--- src/rtl/ma_lsu_ctrl.sv ---
// Memory-access stage load/store controller: issues one data-memory request per load/store,
// stalls the pipeline until ACK or timeout, and forms the registered write-back.
module ma_lsu_ctrl #(
  parameter int unsigned MAX_WAIT = 15
) (
  input  logic        iCLK,
  input  logic        iRSTn,
  input  logic        iMEM,
  input  logic        iRW,
  input  logic [4:0]  iDecodedOP,
  input  logic [31:0] iADDR,
  input  logic [31:0] iWDATA,
  input  logic [4:0]  iDregADDR,
  input  logic [31:0] iDregDATA,
  input  logic        iDregWE,
  output logic        oStall,
  output logic [4:0]  oDregADDR,
  output logic [31:0] oDregDATA,
  output logic        oDregWE,
  output logic        oMisalign,
  output logic        oTimeout,
  output logic        oDmemREQ,
  output logic        oDmemWE,
  output logic [31:0] oDmemADDR,
  output logic [3:0]  oDmemBE,
  output logic [31:0] oDmemWDATA,
  input  logic        iDmemACK,
  input  logic [31:0] iDmemRDATA
);

  // Operation encodings; keep in sync with DecodedOP.vh.
  localparam logic [4:0] OpLb  = 5'd1;
  localparam logic [4:0] OpLh  = 5'd2;
  localparam logic [4:0] OpLw  = 5'd3;
  localparam logic [4:0] OpLbu = 5'd4;
  localparam logic [4:0] OpLhu = 5'd5;
  localparam logic [4:0] OpSb  = 5'd6;
  localparam logic [4:0] OpSh  = 5'd7;
  localparam logic [4:0] OpSw  = 5'd8;

  localparam logic [7:0] LastWait = 8'(MAX_WAIT - 1);

  typedef enum logic [1:0] {
    StIdle,
    StBusy,
    StDone
  } state_e;

  state_e      r_state, w_state_d;
  logic [7:0]  r_cnt, w_cnt_d;
  logic [4:0]  r_op, w_op_d;
  logic [1:0]  r_lane, w_lane_d;
  logic [4:0]  r_dreg, w_dreg_d;

  logic        r_req, w_req_d;
  logic        r_mwe, w_mwe_d;
  logic [31:0] r_maddr, w_maddr_d;
  logic [3:0]  r_be, w_be_d;
  logic [31:0] r_wdata, w_wdata_d;
  logic [4:0]  r_dadr, w_dadr_d;
  logic [31:0] r_ddat, w_ddat_d;
  logic        r_dwe, w_dwe_d;
  logic        r_mis, w_mis_d;
  logic        r_to, w_to_d;
  logic        w_stall;

  // Instruction decode for the op currently presented in IDLE.
  logic        w_is_load, w_is_store, w_legal, w_half, w_word, w_misal;
  logic [3:0]  w_be_new;
  logic [31:0] w_wdata_new;

  always_comb begin
    w_is_load  = (iDecodedOP == OpLb) || (iDecodedOP == OpLh) || (iDecodedOP == OpLw) ||
                 (iDecodedOP == OpLbu) || (iDecodedOP == OpLhu);
    w_is_store = (iDecodedOP == OpSb) || (iDecodedOP == OpSh) || (iDecodedOP == OpSw);
    w_legal    = (w_is_load && iRW) || (w_is_store && !iRW);
    w_half     = (iDecodedOP == OpLh) || (iDecodedOP == OpLhu) || (iDecodedOP == OpSh);
    w_word     = (iDecodedOP == OpLw) || (iDecodedOP == OpSw);
    w_misal    = (w_half && iADDR[0]) || (w_word && (iADDR[1:0] != 2'b00));
  end

  always_comb begin
    w_be_new    = 4'b1111;
    w_wdata_new = iWDATA;
    case (iDecodedOP)
      OpSb: begin
        w_be_new    = 4'b0001 << iADDR[1:0];
        w_wdata_new = {4{iWDATA[7:0]}};
      end
      OpSh: begin
        w_be_new    = 4'b0011 << {iADDR[1], 1'b0};
        w_wdata_new = {2{iWDATA[15:0]}};
      end
      default: ;
    endcase
  end

  // Lane selection and extension of returned read data, using the captured op/address.
  logic [7:0]  w_rbyte;
  logic [15:0] w_rhalf;
  logic [31:0] w_load_val;

  always_comb begin
    case (r_lane)
      2'd0:    w_rbyte = iDmemRDATA[7:0];
      2'd1:    w_rbyte = iDmemRDATA[15:8];
      2'd2:    w_rbyte = iDmemRDATA[23:16];
      default: w_rbyte = iDmemRDATA[31:24];
    endcase
    w_rhalf = r_lane[1] ? iDmemRDATA[31:16] : iDmemRDATA[15:0];
    case (r_op)
      OpLb:    w_load_val = {{24{w_rbyte[7]}}, w_rbyte};
      OpLbu:   w_load_val = {24'd0, w_rbyte};
      OpLh:    w_load_val = {{16{w_rhalf[15]}}, w_rhalf};
      OpLhu:   w_load_val = {16'd0, w_rhalf};
      default: w_load_val = iDmemRDATA;
    endcase
  end

  always_comb begin
    w_state_d = r_state;
    w_cnt_d   = r_cnt;
    w_op_d    = r_op;
    w_lane_d  = r_lane;
    w_dreg_d  = r_dreg;
    w_req_d   = r_req;
    w_mwe_d   = r_mwe;
    w_maddr_d = r_maddr;
    w_be_d    = r_be;
    w_wdata_d = r_wdata;
    w_dadr_d  = r_dadr;
    w_ddat_d  = r_ddat;
    w_dwe_d   = 1'b0;
    w_mis_d   = 1'b0;
    w_to_d    = 1'b0;
    w_stall   = 1'b0;

    unique case (r_state)
      StIdle: begin
        if (!iMEM) begin
          w_dadr_d = iDregADDR;
          w_ddat_d = iDregDATA;
          w_dwe_d  = iDregWE && (iDregADDR != 5'd0);
        end else if (w_legal) begin
          if (w_misal) begin
            w_mis_d = 1'b1;
          end else begin
            w_stall   = 1'b1;
            w_state_d = StBusy;
            w_cnt_d   = 8'd0;
            w_op_d    = iDecodedOP;
            w_lane_d  = iADDR[1:0];
            w_dreg_d  = iDregADDR;
            w_req_d   = 1'b1;
            w_mwe_d   = w_is_store;
            w_maddr_d = {iADDR[31:2], 2'b00};
            w_be_d    = w_be_new;
            w_wdata_d = w_wdata_new;
          end
        end
      end
      StBusy: begin
        w_stall = 1'b1;
        if (iDmemACK) begin
          w_req_d   = 1'b0;
          w_state_d = StDone;
          if (!r_mwe) begin
            w_dadr_d = r_dreg;
            w_ddat_d = w_load_val;
            w_dwe_d  = (r_dreg != 5'd0);
          end
        end else if (r_cnt == LastWait) begin
          w_req_d   = 1'b0;
          w_to_d    = 1'b1;
          w_state_d = StDone;
        end else begin
          w_cnt_d = r_cnt + 8'd1;
        end
      end
      StDone: begin
        w_state_d = StIdle;
      end
      default: begin
        w_state_d = StIdle;
      end
    endcase
  end

  always_ff @(posedge iCLK or negedge iRSTn) begin
    if (!iRSTn) begin
      r_state <= StIdle;
      r_cnt   <= 8'd0;
      r_op    <= 5'd0;
      r_lane  <= 2'd0;
      r_dreg  <= 5'd0;
      r_req   <= 1'b0;
      r_mwe   <= 1'b0;
      r_maddr <= 32'd0;
      r_be    <= 4'd0;
      r_wdata <= 32'd0;
      r_dadr  <= 5'd0;
      r_ddat  <= 32'd0;
      r_dwe   <= 1'b0;
      r_mis   <= 1'b0;
      r_to    <= 1'b0;
    end else begin
      r_state <= w_state_d;
      r_cnt   <= w_cnt_d;
      r_op    <= w_op_d;
      r_lane  <= w_lane_d;
      r_dreg  <= w_dreg_d;
      r_req   <= w_req_d;
      r_mwe   <= w_mwe_d;
      r_maddr <= w_maddr_d;
      r_be    <= w_be_d;
      r_wdata <= w_wdata_d;
      r_dadr  <= w_dadr_d;
      r_ddat  <= w_ddat_d;
      r_dwe   <= w_dwe_d;
      r_mis   <= w_mis_d;
      r_to    <= w_to_d;
    end
  end

  // Stall is combinational, so it must also be forced low while reset is held.
  assign oStall     = w_stall && iRSTn;
  assign oDregADDR  = r_dadr;
  assign oDregDATA  = r_ddat;
  assign oDregWE    = r_dwe;
  assign oMisalign  = r_mis;
  assign oTimeout   = r_to;
  assign oDmemREQ   = r_req;
  assign oDmemWE    = r_mwe;
  assign oDmemADDR  = r_maddr;
  assign oDmemBE    = r_be;
  assign oDmemWDATA = r_wdata;

endmodule

--- config.mk ---
export PLATFORM = sky130hd
export DESIGN_NAME = ma_lsu_ctrl
export DESIGN_NICKNAME = d
export VERILOG_FILES = /design/src/rtl/ma_lsu_ctrl.sv
export SDC_FILE = /design/constraint.sdc
export NUM_CORES = 1
export LEC_CHECK = 0
export BUFFER_PORTS_ARGS = -buffer_cell sky130_fd_sc_hd__buf_2
export CAP_MARGIN = 20
export CORE_MARGIN = 5
export CORE_UTILIZATION = 45
export CTS_BUF_LIST = sky130_fd_sc_hd__clkbuf_8
export CTS_CLUSTER_SIZE = 28
export DETAILED_ROUTE_END_ITERATION = 6
export GPL_TIMING_DRIVEN = 0
export PLACE_DENSITY = 0.76
export REMOVE_ABC_BUFFERS = 1
export SYNTH_ARGS = -nofsm -noshare
export SYNTH_HDL_FRONTEND = slang
export SYNTH_SLANG_ARGS = --single-unit
--- constraint.sdc ---
create_clock -name iCLK -period 4.9 [get_ports iCLK]
set_input_delay 0.245 -clock iCLK [delete_from_list [all_inputs] [get_ports iCLK]]
set_output_delay 0.245 -clock iCLK [all_outputs]
set_load 0.01 [all_outputs]
==> metrics.md, run 1 <==
| Metric | Value |
|---|---|
| Cell Chain, Critical Path | `nor2_1, nand3_1, nor2_4, buf_12, buf_12, mux2_4` |
| PD cells | `570.8 nW/µm²` |
| CP delay by family, top | `simple AND/OR/NAND/NOR gates` |
| Largest net degree at the start of global routing | `68` |
| Post-Syn Area | `6925 µm²` |
| Most used cell along the critical path | `buf_12` |
| Via Count | `5,825` |
| Worst hold path type | `input port to register` |
| Starting DRC count in detailed routing | `253` |
| Wirelength per Cell | `19.08 µm` |
| Final worst path period need | `3.446 ns` |
| Die boundary height | `134.1 µm` |
| Final ANT Viol Nets | `0` |
| Antenna Cells | `0` |
| Area grow syn2layout | `27.86%` |
| Power Total | `5.054 mW` |
| Status | `complete, no violations` |
| HPWL Detailed | `14,760 µm` |
| Grt total ovfl | `0` |
| Skew-Pair Late Insertion Delay | `0.44 ns` |
| Worst Path Required | `5.21 ns` |
| Max-slew violation count | `0` |
| First-pass GRT wire length | `31,740 µm` |
| Commonest non-fill, non-tap cells in the layout | `buf_2, dfrtp_1, nand2_1, nor2_1, mux2_4` |
| Yosys warnings | `0` |
| Unrepaired setup endpoints after global routing | `false` |
| RePlAce Congestion | `0.8617` |
| DP Area | `8339 µm²` |
| Leak | `4.135 nW` |
| Peak VDD IR | `0.0003031 V` |
| Worst-margin pin slew | `1.038 ns` |
| Initial antenna violation count | `1` |
| # resized after CTS | `0` |
| Syn avg cell area | `11.35 µm²` |
| Post-synth cell types | `54` |
| H-tree depth | `4` |
| Post-synthesis cell count | `610` |
| Final nets | `1,007` |
| Max incr delay on CP | `0.93 ns` |
| # Post-CTS Setup Buffers | `0` |
| Starting Density | `45.72%` |
| Die area | `17,970 µm²` |
| CTS Buf Count | `17` |
| Buf/Inv on CP | `2` |
| Clock-pin slew on the worst setup and hold paths | `0.08 ns` |
| Count of final setup violators | `0` |
| Core area | `15,150 µm²` |
| Routed wire length | `20,260 µm` |
| Yosys reg bits | `130` |
| Commonest non-fill, non-tap cell in the layout | `buf_2` |
| Crit path DAT | `3.76 ns` |
| Site Rows | `45` |
| Fraction of layout cells with a size suffix above 1 | `47.48%` |
| Setup TNS | `0 ns` |
| Worst Path Max Fanout | `27` |
| Via density per instance | `5.485` |
| CTS tree | `yes` |
| Vias in the first global route | `5,854` |
| Clk_skew | `0.01481 ns` |
| Number of flops mapped to enable cells by yosys | `0` |
| Seq/Total Area, Yosys | `46.97%` |
| Reg2Reg Setup Slack | `1.45 ns` |
| Ys async rst share | `100.0%` |
| Die X | `134.1 µm` |
| Initial DRT Pass Iterations | `4` |
| Final Hold Vio Count | `0` |
| CP Capture Type | `register` |
| Hold Buf Count CTS | `13` |
| Fin area | `8855 µm²` |
| Slowest CP cell | `nor2_4` |
| CP Launch Type | `register` |
| Ports | `255` |
| Clock root buffer | `clkbuf_8` |
| Port buffer count | `252` |
| Clock sink count | `130` |
| Kind of critical path | `register to register` |
| F_max | `0.2902 GHz` |
| Final period util | `70.33%` |
| Max-Cap Viols | `0` |
| Global Route Usage Sum | `22.21%` |
| Slew headroom | `30.24%` |
| DRC | `0` |
| CTS Buffer Depth | `2` |
| Post-synth top flop | `dfrtp_1` |
[area by class of cell]
class	count	area, µm²
Clock buffer	19	261.5
Clock inverter	13	123.9
Fill cell	1306	6291
Inverter	7	26.28
Multi-Input combinational cell	429	3406
Sequential cell	130	3253
Tap cell	188	235.2
Timing Repair Buffer	276	1549
[through the flow]
stage / std cells / setup slack, ns / hold slack (ns) / util [%]
floorplan: 566 / -1.196 / -0.05059 / -
CTS: 1062 / 1.382 / 0.0005573 / 58.46
global placement: 1006 / -3.336 / 0.4515 / 53.88
finish: 1062 / 1.454 / 0.03858 / 58.46
detailed placement: 1017 / 1.370 / 0.2812 / 55.06
global route: 1062 / 1.198 / 0.0002280 / 58.46
[synth_stat cells, drive strengths merged (3+ instances only)]
cell | n | area [µm²]
dfrtp | 130 | 3253
mux2 | 87 | 1145
nand2 | 66 | 247.7
nor2 | 46 | 172.7
o21ai | 38 | 205.2
o31ai | 37 | 277.8
a21oi | 28 | 177.7
buf | 23 | 182.7
clkbuf | 22 | 82.58
mux2i | 21 | 210.2
nand3 | 12 | 60.06
a221oi | 9 | 78.83
nor3 | 9 | 55.05
o41ai | 9 | 78.83
mux4 | 8 | 180.2
inv | 7 | 26.28
or4 | 5 | 37.54
nor4 | 4 | 37.53
o2111ai | 4 | 35.03
o211ai | 4 | 35.03
and3b | 3 | 26.28
nand4 | 3 | 18.77
nor2b | 3 | 18.77
nor3b | 3 | 22.52
or4b | 3 | 30.03
[registers in the layout, summed over array words and instances (netlist names)]
register and count:
oDmemADDR 30, oDmemBE 4, oDmemREQ 1, oDmemWDATA 32, oDmemWE 1, oDregADDR 5, oDregDATA 32, oDregWE 1
oMisalign 1, oTimeout 1, r_cnt 8, r_dreg 5, r_lane 2, r_op 5, r_state 2
[logic make-up (layout without fill, tap and decap cells)]
group,after synthesis,count (layout),share of synthesized area [%]
flops,130,130,46.97
mux,116,116,22.17
buf+inv,52,315,4.210
fa+ha+maj,2,2,0.3613
compound gates,138,138,14.07
other cells,1,2,0.05415
xor+xnor,1,1,0.1265
simple gates,170,170,12.03
[final timing paths]
kind	from	endpoint	depth (start not counted)
hold reg to reg	oDregADDR[2]	oDregADDR[2]	2
setup / recovery	r_state[0]	r_dreg[0]	6
max in group asynchronous	iRSTn	oDmemBE[1]	3
setup reg to reg	r_state[0]	r_dreg[0]	6
min in group asynchronous	iRSTn	oDregDATA[18]	2
hold / removal	iADDR[4]	oDmemADDR[4]	2
[layer usage]
layer | vias up | global-route usage (%) | wire (µm)
met3 | 25 | 8.590 | 2113
li1 | 2739 | - | -
met1 | 2785 | 27.30 | 8209
met2 | 274 | 36.22 | 9566
met4 | 2 | 7.127 | 357
met5 | - | 0 | 13
[where the power goes]
| part | total (mW) | switching (mW) | internal, mW |
|---|---|---|---|
| clock | 0.889 | 0.454 | 0.436 |
| sequential | 1.93 | 0.367 | 1.56 |
| combinational | 2.24 | 1.20 | 1.04 |
(Power assumes the default switching activity.)
==> inputs of run 2 (changes only) <==
PLACE_DENSITY = 0.79   (was 0.76)
clock period = 2.8 ns   (was 4.9 ns; I/O delays follow)
==> metrics.md, run 2 (synthesized netlist as in run 1, its figures left out) <==
| Metric | Value |
|---|---|
| Skew-Pair Late Insertion Delay | `0.44 ns (about the same)` |
| Cell Chain, Critical Path | `nor2_1, nand3_2, nor2_2, mux2_2` |
| RePlAce Congestion | `0.8562 (-0.64%)` |
| Cells on Worst Hold Path | `3 (+1)` |
| Initial DRT Pass Iterations | `4 (unchanged)` |
| Clock root buffer | `clkbuf_8` |
| FF-to-FF path depth | `4 (-2)` |
| Setup WS post-layout | `0.2039 ns (-1.250 ns)` |
| Starting Density | `45.72% (unchanged)` |
| Via density per instance | `5.566 (+1.5%)` |
| Fraction of layout cells with a size suffix above 1 | `44.53% (-3.0 points)` |
| Pre-CTS WS | `-0.3600 ns (-1.730 ns)` |
| Peak VDD IR | `0.0006524 V (+120%)` |
| CTS Buffer Depth | `2 (unchanged)` |
| Leak | `4.452 nW (+7.7%)` |
| Die area | `17,970 µm² (unchanged)` |
| Global Route Usage Sum | `24.71% (+2.5 points)` |
| Worst Path Required | `3.13 ns (-2.08 ns)` |
| Max-slew violation count | `0 (unchanged)` |
| F_max | `0.3852 GHz (+33%)` |
| Non-Filler Instances | `1,130 (+6.4%)` |
| DP Area | `8324 µm² (-0.18%)` |
| Worst hold path type | `input port to register` |
| DRC | `0 (unchanged)` |
| Largest net degree at the start of global routing | `101 (+49%)` |
| Core area | `15,150 µm² (unchanged)` |
| Die boundary height | `134.1 µm (unchanged)` |
| Area grow syn2layout | `38.23%` |
| Final period util | `92.72% (+22 points)` |
| Final worst path period need | `2.596 ns (-0.8502 ns)` |
| Fill cells | `1,147 (-12%)` |
| Worst Path Max Fanout | `24 (-11%)` |
| PD cells | `964.6 nW/µm² (+69%)` |
| Grt total ovfl | `0 (unchanged)` |
| Clock sink count | `130 (unchanged)` |
| WP depth | `4 (-2)` |
| Port buffer count | `252 (unchanged)` |
| Reg2Reg Setup Slack | `0.20 ns (-1.25 ns)` |
| Buf/Inv on CP | `0 (-2)` |
| Commonest non-fill, non-tap cells in the layout | `buf_2, dfrtp_1, dlygate4sd3_1, nand2_1, nor2_1` |
| CP Capture Type | `register` |
| Slew headroom | `27.72% (-2.5 points)` |
| Via Count | `6,290 (+8.0%)` |
| Commonest non-fill, non-tap cell in the layout | `buf_2` |
| HPWL Detailed | `14,690 µm (-0.48%)` |
| Placed Cells | `1,016 (-0.098%)` |
| Slowest CP cell | `nor2_2` |
| Initial antenna violation count | `3 (+2)` |
| Kind of critical path | `register to register` |
| Unrepaired setup endpoints after global routing | `false` |
| Max incr delay on CP | `0.79 ns (-0.14 ns)` |
| Worst-margin pin slew | `1.075 ns (+0.03751 ns)` |
| Final nets | `1,074 (+6.7%)` |
| Status | `complete, no violations` |
| CP Launch Type | `register` |
| Final ANT Viol Nets | `0 (unchanged)` |
| CTS Buf Count | `17 (unchanged)` |
| Starting DRC count in detailed routing | `339 (+34%)` |
| Clk_skew | `0.01028 ns (-0.004534 ns)` |
| Final Hold Vio Count | `0 (unchanged)` |
| Routed wire length | `22,250 µm (+9.8%)` |
| Max-Cap Viols | `0 (unchanged)` |
| Fin area | `9573 µm² (+8.1%)` |
| CTS tree | `yes` |
| Ports | `255 (unchanged)` |
| Count of final setup violators | `0 (unchanged)` |
| Wirelength per Cell | `19.69 µm (+3.2%)` |
| Die X | `134.1 µm (unchanged)` |
| CP delay by family, top | `simple AND/OR/NAND/NOR gates` |
| Setup TNS | `0 ns (unchanged)` |
| Site Rows | `45 (unchanged)` |
| H-tree depth | `4 (unchanged)` |
| First-pass GRT wire length | `35,180 µm (+11%)` |
| Final core utilization | `63.21% (+4.7 points)` |
| Vias in the first global route | `6,610 (+13%)` |
| Crit path DAT | `2.92 ns (-0.84 ns)` |
| Clock-pin slew on the worst setup and hold paths | `0.08 ns (about the same)` |
==> run 2: metal layers <==
metal	vias to the layer above	track usage (%)	share of wire [%]
li1	2876	-	-
met5	-	0	0.11
met2	340	41.69	49
met4	4	9.106	2.7
met1	3019	29.07	38
met3	51	8.965	10
==> run 2: timing repair <==
action                                  4_1_cts  5_1_grt
hold endpoints to repair                    108        0
endpoints found under the setup margin       75        1
gates cloned                                  1        0
hold buffers                                 77        0
gates resized for setup                       1        1
setup buffers                                 3        0
pin swaps                                     1        0
==> run 2: stage by stage <==
| stage | total power [mW] | hold slack [ns] |
|---|---|---|
| finish | 9.234 | 0.03052 |
| global route | 9.798 | 0.01792 |
| CTS | 9.202 | 0.0007250 |
| detailed placement | 7.285 | 0.04376 |
| global placement | 7.162 | 0.3590 |
| floorplan | 5.646 | -0.1556 |
==> run 2: layout make-up <==
class	instances	area, µm²	area share (%)
clock inverters	15	206.4	2.157
clock buffers	17	234.0	2.444
well taps	188	235.2	2.457
diodes	1	2.502	0.02614
inverters	7	26.28	0.2745
flip-flops and latches	130	3254	34.00
repair buffers	342	2197	22.95
multi-input cells	430	3417	35.69
==> run 2: path summary, 6_finish.rpt <==
| path | start | end |
|---|---|---|
| max in group asynchronous | iRSTn | oDregDATA[31] |
| min in group asynchronous | iRSTn | oDregDATA[24] |
| max reg2reg | r_state[0] | oDmemWDATA[7] |
| max | r_state[0] | oDmemWDATA[7] |
| min reg2reg | oDregDATA[0] | oDregDATA[0] |
| min | iDregDATA[7] | oDregDATA[7] |
==> run 2: worst min-delay path, stage by stage <==
cell	delay (ns)
buf_2	0.10
nor2_1	0.12
o31ai_1	0.07
==> run 2: where the power goes <==
part,switching [mW],leakage (nW),internal [mW]
Combinational,2.16,2.65,1.88
Sequential,0.662,1.58,2.73
Clock,0.814,0.223,0.983
==> inputs of run 3 (changes only) <==
PLACE_DENSITY = 0.78   (was 0.79)
==> metrics.md, run 3 (synthesized netlist as in run 1, its figures left out) <==
| Metric | Value |
|---|---|
| Fraction of layout cells with a size suffix above 1 | `44.53% (unchanged)` |
| Final Hold Vio Count | `0 (unchanged)` |
| Routed wire length | `21,780 µm (-2.1%)` |
| Unrepaired setup endpoints after global routing | `false` |
| Die boundary height | `134.1 µm (unchanged)` |
| Die area | `17,970 µm² (unchanged)` |
| Slew headroom | `29.26% (+1.5 points)` |
| Area grow syn2layout | `38.93%` |
| Cell Chain, Critical Path | `nor2_1, nand3_2, nor2_4, buf_12, buf_12, mux2_2` |
| CP Launch Type | `register` |
| Setup TNS | `0 ns (unchanged)` |
| HPWL Detailed | `15,020 µm (+2.2%)` |
| Leak | `4.476 nW (+0.52%)` |
| Antenna Cells | `0 (-1)` |
| Skew-Pair Late Insertion Delay | `0.44 ns (about the same)` |
| Worst-margin pin slew | `1.052 ns (-0.02294 ns)` |
| Crit path DAT | `2.94 ns (+0.02 ns)` |
| RePlAce Congestion | `0.8648 (+1.0%)` |
| Final ANT Viol Nets | `0 (unchanged)` |
| Port buffer count | `252 (unchanged)` |
| Initial antenna violation count | `1 (-2)` |
| Hold Startpoint | `iADDR[1]` |
| Wirelength per Cell | `19.29 µm (-2.0%)` |
| Site Rows | `45 (unchanged)` |
| CTS Buffer Depth | `2 (unchanged)` |
| Clock sink count | `130 (unchanged)` |
| DP Area | `8367 µm² (+0.51%)` |
| Max incr delay on CP | `0.51 ns (-0.28 ns)` |
| Final nets | `1,074 (unchanged)` |
| Status | `complete, no violations` |
| Max-Cap Viols | `0 (unchanged)` |
| Clk_skew | `0.01750 ns (+0.007224 ns)` |
| Die X | `134.1 µm (unchanged)` |
| Crit. Startpoint | `r_state[0]` |
| CP delay by family, top | `simple AND/OR/NAND/NOR gates` |
| Slowest CP cell | `dfrtp_1` |
| Placed Cells | `1,018 (+0.20%)` |
| Starting DRC count in detailed routing | `274 (-19%)` |
| Max-slew violation count | `0 (unchanged)` |
| H-tree depth | `4 (unchanged)` |
| Ports | `255 (unchanged)` |
| Clock root buffer | `clkbuf_8` |
| Power Total | `9.295 mW (+0.66%)` |
| Worst hold path type | `input port to register` |
| Fin area | `9622 µm² (+0.51%)` |
| CTS Buf Count | `17 (unchanged)` |
| Final worst path period need | `2.610 ns (+0.01408 ns)` |
| Core area | `15,150 µm² (unchanged)` |
| Count of final setup violators | `0 (unchanged)` |
| CP Capture Type | `register` |
| Via density per instance | `5.459 (-1.9%)` |
| Pre-CTS WS | `-0.3993 ns (-0.03922 ns)` |
| Met1 usage | `28.58% (-0.49 points)` |
| Largest net degree at the start of global routing | `73 (-28%)` |
| Met2 usage | `40.40% (-1.3 points)` |
| Peak VDD IR | `0.0005573 V (-15%)` |
| Met3 usage | `8.890% (-0.075 points)` |
| First-pass GRT wire length | `34,160 µm (-2.9%)` |
| Initial DRT Pass Iterations | `5 (+1)` |
| Clock-pin slew on the worst setup and hold paths | `0.08 ns (about the same)` |
| Commonest non-fill, non-tap cells in the layout | `buf_2, dfrtp_1, dlygate4sd3_1, nand2_1, nor2_1` |
| F_max | `0.3831 GHz (-0.54%)` |
| Vias in the first global route | `6,351 (-3.9%)` |
| Grt total ovfl | `0 (unchanged)` |
| PD cells | `966.0 nW/µm² (+0.15%)` |
| Final period util | `93.22% (+0.50 points)` |
| Fill cells | `1,149 (+0.17%)` |
| RR Startpoint | `r_state[0]` |
| Kind of critical path | `register to register` |
| Global Route Usage Sum | `24.12% (-0.59 points)` |
| Worst Path Max Fanout | `26 (+8.3%)` |
| Most used cell along the critical path | `buf_12` |
| Commonest non-fill, non-tap cell in the layout | `buf_2` |
| Non-Filler Instances | `1,129 (-0.088%)` |
| CTS tree | `yes` |
| Busiest grt layer | `met2` |
| Buf/Inv on CP | `2 (+2)` |
| Starting Density | `45.72% (unchanged)` |
| DRC | `0 (unchanged)` |
| Worst Path Required | `3.13 ns (about the same)` |
| Setup WS post-layout | `0.1899 ns (-0.01408 ns)` |
| Via Count | `6,163 (-2.0%)` |
## run 3: cell count changes in the layout (fill, tap and decap cells not counted)
| cell | change |
|---|---|
| inv_6 | +1 |
| clkinvlp_4 | -1 |
| buf_4 | -1 |
| buf_8 | +1 |
| bufinv_16 | +1 |
| clkinv_4 | -1 |
| diode_2 | -1 |
| nor2_2 | -1 |
| buf_16 | +1 |
## run 3: power by group
group	total, mW	internal [mW]	switching [mW]
logic	4.02	1.89	2.13
registers	3.39	2.73	0.662
clock network	1.88	1.07	0.807
total	9.29	5.69	3.60
## run 3: per-stage QoR
stage	util [%]	hold WS, ns
after detailed placement	55.24	0.1500
after global routing	63.53	0.006782
final	63.53	0.02212
after global placement	53.88	0.3594
after CTS	63.52	0.002962
after floorplan	-	-0.1556
## run 3: timing repair
item                                   4_1_cts  5_1_grt
pin swaps                                    1        0
resized for setup                            1        1
setup endpoints to repair                   61        1
endpoints found under the hold margin      134        0
hold buffers                                77        0
cloned                                       0        0
buffers inserted                             2        0
## run 3: metal layers
layer | part of all wire [%] | wire [µm]
met2 | 49 | 10570
met4 | 2.1 | 467
met1 | 40 | 8680
met5 | 0.041 | 9
met3 | 9.4 | 2057
## run 3: final timing paths
check | end | slack (ns) | cells after the start
max | oDmemWDATA[9] | 0.19 | 6
min | r_lane[1] | 0.02 | 2
max reg2reg | oDmemWDATA[9] | 0.19 | 6
min reg2reg | oDregDATA[21] | 0.47 | 2
max in group asynchronous | oDmemADDR[4] | 1.79 | 3
min in group asynchronous | oDregDATA[17] | 0.25 | 2
## run 3: area by class of cell
type | count | area, µm² | area share, %
Sequential cell | 130 | 3254 | 33.82
Tap cell | 188 | 235.2 | 2.445
Clock inverter | 15 | 229.0 | 2.380
Timing Repair Buffer | 343 | 2232 | 23.20
Clock buffer | 17 | 234.0 | 2.432
Multi-Input combinational cell | 429 | 3411 | 35.45
Inverter | 7 | 26.28 | 0.2731
